`src/rtl/seqdet_pkg.sv`:
```
// Shared helpers for the serial pattern detector: state width and KMP next-state rule.
// Latency: none (elaboration-time constant functions only).
// Backpressure: none.
package seqdet_pkg;

    localparam int         DEF_LEN     = 4;
    localparam logic [3:0] DEF_PATTERN = 4'b1011;

    function automatic int state_w(input int len);
        return (len < 1) ? 1 : $clog2(len + 1);
    endfunction

    // Pattern bit i in arrival order lives at pattern[len-1-i].
    // The candidate string is the first k pattern bits followed by b; the result
    // is the longest pattern prefix (capped at len) that is a suffix of it.
    function automatic int next_state(input int k, input logic b,
                                      input logic [15:0] pattern,
                                      input int len, input bit overlap);
        int   best;
        int   pos;
        logic match;
        logic sb;
        best = 0;
        if (k < 0 || k > len) begin
            best = 0;
        end else if (k == len && !overlap) begin
            best = (b == pattern[len-1]) ? 1 : 0;
        end else begin
            for (int j = 1; j <= len; j++) begin
                if (j <= k + 1) begin
                    match = 1'b1;
                    for (int t = 0; t < j; t++) begin
                        pos = k + 1 - j + t;
                        sb  = (pos < k) ? pattern[len-1-pos] : b;
                        if (sb != pattern[len-1-t]) match = 1'b0;
                    end
                    if (match) best = j;
                end
            end
        end
        return best;
    endfunction

endpackage

```
`src/rtl/sequence_detector.sv`:
```
// Serial sync-word detector: y flags when the last LEN bits of x equal PATTERN.
// Latency: y rises on the edge that samples the final pattern bit (registered, no x->y path).
// Backpressure: none; one bit consumed every clock.
module sequence_detector
    import seqdet_pkg::*;
#(
    parameter int             LEN     = DEF_LEN,
    parameter logic [LEN-1:0] PATTERN = DEF_PATTERN,
    parameter bit             OVERLAP = 1'b1
) (
    input  logic clk,
    input  logic reset,
    input  logic x,
    output logic y
);

    localparam int          SW    = state_w(LEN);
    localparam int          NS    = 1 << SW;
    localparam logic [15:0] PAT16 = 16'(PATTERN);

    typedef logic [SW-1:0] state_t;

    localparam state_t S_FULL = state_t'(LEN);

    state_t state;
    state_t nxt;
    state_t tbl0 [NS];
    state_t tbl1 [NS];

    // Unused encodings above S_FULL come out of next_state as 0, so they recover to S0.
    for (genvar k = 0; k < NS; k++) begin : g_tbl
        localparam int N0 = next_state(k, 1'b0, PAT16, LEN, OVERLAP);
        localparam int N1 = next_state(k, 1'b1, PAT16, LEN, OVERLAP);
        assign tbl0[k] = state_t'(N0);
        assign tbl1[k] = state_t'(N1);
    end

    always_comb begin
        nxt = x ? tbl1[state] : tbl0[state];
    end

    always_ff @(posedge clk) begin
        if (reset) begin
            state <= '0;
            y     <= 1'b0;
        end else begin
            state <= nxt;
            y     <= (nxt == S_FULL);
        end
    end

endmodule

```
`config.mk`:
```
export PLATFORM = sky130hd
export DESIGN_NAME = sequence_detector
export DESIGN_NICKNAME = d
export VERILOG_FILES = /design/src/rtl/seqdet_pkg.sv /design/src/rtl/sequence_detector.sv
export SDC_FILE = /design/constraint.sdc
export NUM_CORES = 1
export LEC_CHECK = 0
export BUFFER_PORTS_ARGS = -buffer_cell sky130_fd_sc_hd__buf_2
export CAP_MARGIN = 15
export CORE_AREA = 2 2 39 41
export DETAILED_ROUTE_END_ITERATION = 8
export DIE_AREA = 0 0 41 43
export SYNTH_ARGS = -nofsm -noshare
export SYNTH_HDL_FRONTEND = slang
export SYNTH_SLANG_ARGS = --single-unit
```
`constraint.sdc`:
```
create_clock -name clk -period 2.1 [get_ports clk]
set_input_delay 0.105 -clock clk [delete_from_list [all_inputs] [get_ports clk]]
set_output_delay 0.105 -clock clk [all_outputs]
set_load 0.02 [all_outputs]
```
==> reports/qor.yml <==
synth.top_cell.area_share_pct: 53.3
antenna_found_initial: 0
core.rowCount: 14
arrival_ns: 1.24
die_h_um: 43
relSlewSlack_pct: 89.2
root_buffer: "clkbuf_4"
r2r_cells: 2
synth_cell_types: 10
synth_area_leaders: "dfxtp_1 53%, or4bb_1 7.5%, maj3_1 6.7%, nor3_1 6.7%, or4b_1 6.7%"
grt_overflow: 0
synth_nets: 17
final_nets: 25
cts_tree: "built"
worstMarginPinSlew_ns: 0.162
grt_use_total_pct: 2.60
place_congestion: 0.456
clock_latency_ns: 0.23
cp_max_fo: 5
fill_cells: 154
setup_viol_count_final: 0
synthSimpleGateAreaFrac_pct: 35.8
rsz0062_at_grt: "false"
coreArea_mm2: 0.00138
synth_area_um2: 150
htreeDepth: 1
worstPathRequired_ns: 2.26
cts_max_path_buffers: 2
synth_adder_area_share_pct: 6.67
cts_setup_buffers: 0
clk_pin_slew_ns: 0.04
fin_ws_ns: 1.03
final-hold-violation-count: 0
synth_seq_cells: 4
first_pass_iters: 2
dp_slack_ns: 1.01
yosysSeqAreaShare_pct: 53.3
grt_first_pass_wirelength_um: 296
grt_max_degree: 7
min_from: "reset"
power_density_mw_per_mm2: 868
post-route-min-period_ns: 1.07
drc: 0
avgSynthCellArea_um2: 10.7
tns_ns: 0
holdPathStages: 2
cts_resized: 0
yosysTopAreaCell: "dfxtp_1"
initial_utilization_pct: 10.8
synth_compound_area_share_pct: 4.17
hold_buffers: 0
r2r-end: "state[1]"
drv_cap: 0
antenna_cells: 0
post_drt_wl_per_cell_um: 6.50
ys_warn_count: 0
die_w_um: 41
synthXorXnorAreaFrac_pct: 0
clkSinkCount: 4
hold_end: "state[1]"
syn2layout_area_growth_pct: 38.3
synthCells: 14
slew_viol_final: 0
r2r_setup_slack_ns: 1.03
startpoint_type: "register"
drt_iter0_drc: 2
vias_per_cell: 3.44
layout-drive-gt1-share_pct: 30.0
fin_skew_ns: 0.00393
io_pins: 4
worst_path_largest_cell_delay_ns: 0.52
hp-class: "input port to register"
io_buffers: 3
synth_top_family_by_area: "simple AND/OR/NAND/NOR gates"
num_vias: 124
drt_wl_total_um: 234
status: "finished, final reports clean"
crit_type: "register to register"
worstSetupEndpointType: "register"
leakage_nw: 0.0762
crit_chain: "or4b_1 > a31oi_1"
vdd_drop_max_mv: 0.240
cts_buffers: 3
crit_path_top_delay_cell: "or4b_1"
die_area_mm2: 0.00176
finalCritPeriodShare_pct: 51.1
ant_nets: 0
grt_pass1_vias: 89
synth.mux.area_fraction_pct: 0
r2r-start: "state[0]"
fmax_mhz: 931
==> sequential cells by signal, summed over array words and instances (netlist names) <==
| signal | count |
|---|---|
| state | 3 |
| y | 1 |
==> critical path: cells and delay by family (launching register included) <==
family | cells | cell delay (ns)
and+or+nand+nor | 1 | 0.52
AOI/OAI and AO/OA | 1 | 0.16
DFF | 1 | 0.32
==> stage by stage <==
| step | power [mW] | std cells | utilization [%] | cell area [um^2] | hold slack [ns] |
|---|---|---|---|---|---|
| 2_1_floorplan | 0.0847 | 14 | - | 150 | 0.174 |
| 3_3_place_gp | 0.0882 | 33 | 13.4 | 185 | 0.279 |
| 3_5_place_dp | 0.0881 | 33 | 13.4 | 185 | 0.281 |
| 4_1_cts | 0.182 | 36 | 15.0 | 208 | 0.0364 |
| 5_1_grt | 0.187 | 36 | 15.0 | 208 | 0.0503 |
| 6_report | 0.180 | 36 | 15.0 | 208 | 0.0364 |
==> cells by family (layout without fill, tap and decap cells) <==
family / after synthesis / count (layout)
AO/OA/AOI/OAI: 1 / 1
adder cells (fa/ha/maj): 1 / 1
buffers and inverters: 0 / 6
flip-flops: 4 / 4
AND/OR/NAND/NOR: 8 / 8
==> synth_stat cells <==
| cell | count |
|---|---|
| dfxtp_1 | 4 |
| nand2_1 | 1 |
| maj3_1 | 1 |
| nor2_1 | 1 |
| nand2b_1 | 1 |
| or4bb_1 | 1 |
| a31oi_1 | 1 |
| or4b_1 | 1 |
| nor3_1 | 2 |
| or3b_1 | 1 |
==> report_power, final <==
group	total, mW	switching [mW]	internal, mW	leakage [nW]
clock	0.0934	0.0296	0.0638	0.0138
combinational	0.00671	0.00288	0.00382	0.0298
sequential	0.0803	0.00190	0.0784	0.0326
total	0.180	0.0343	0.146	0.0762
==> area by class of cell <==
type | count | area (um^2) | area share, %
flip-flops and latches | 4 | 80.1 | 38.6
repair buffers | 3 | 15.0 | 7.23
well taps | 16 | 20.0 | 9.64
clock buffers | 3 | 22.5 | 10.8
multi-input cells | 10 | 70.1 | 33.7
==> worst max-delay path by stage <==
stage | from | endpoint | slack [ns] | cells past startpoint
floorplan | state[0] | state[1] | 1.07 | 2
global placement | state[0] | state[1] | 1.02 | 2
detailed placement | state[0] | state[1] | 1.01 | 2
CTS | state[2] | state[1] | 1.02 | 2
global route | state[2] | state[1] | 0.96 | 2
finish | state[0] | state[1] | 1.03 | 2
==> cell usage in the layout (no fill, tap or decap), types with 2 or more instances in the layout <==
cell	Yosys	layout
clkbuf_4	0	3
buf_2	0	3
nor3_1	2	2
dfxtp_1	4	4
==> metal layers <==
metal	wire length (um)	share of wire (%)	vias to the layer above	global-route usage, %
li1	-	-	65	-
met1	128	55	53	2.54
met2	76	32	6	3.75
met3	29	12	0	3.14
met4	0	0	0	0
met5	0	0	-	0
Power figures use the tool's default switching activity.
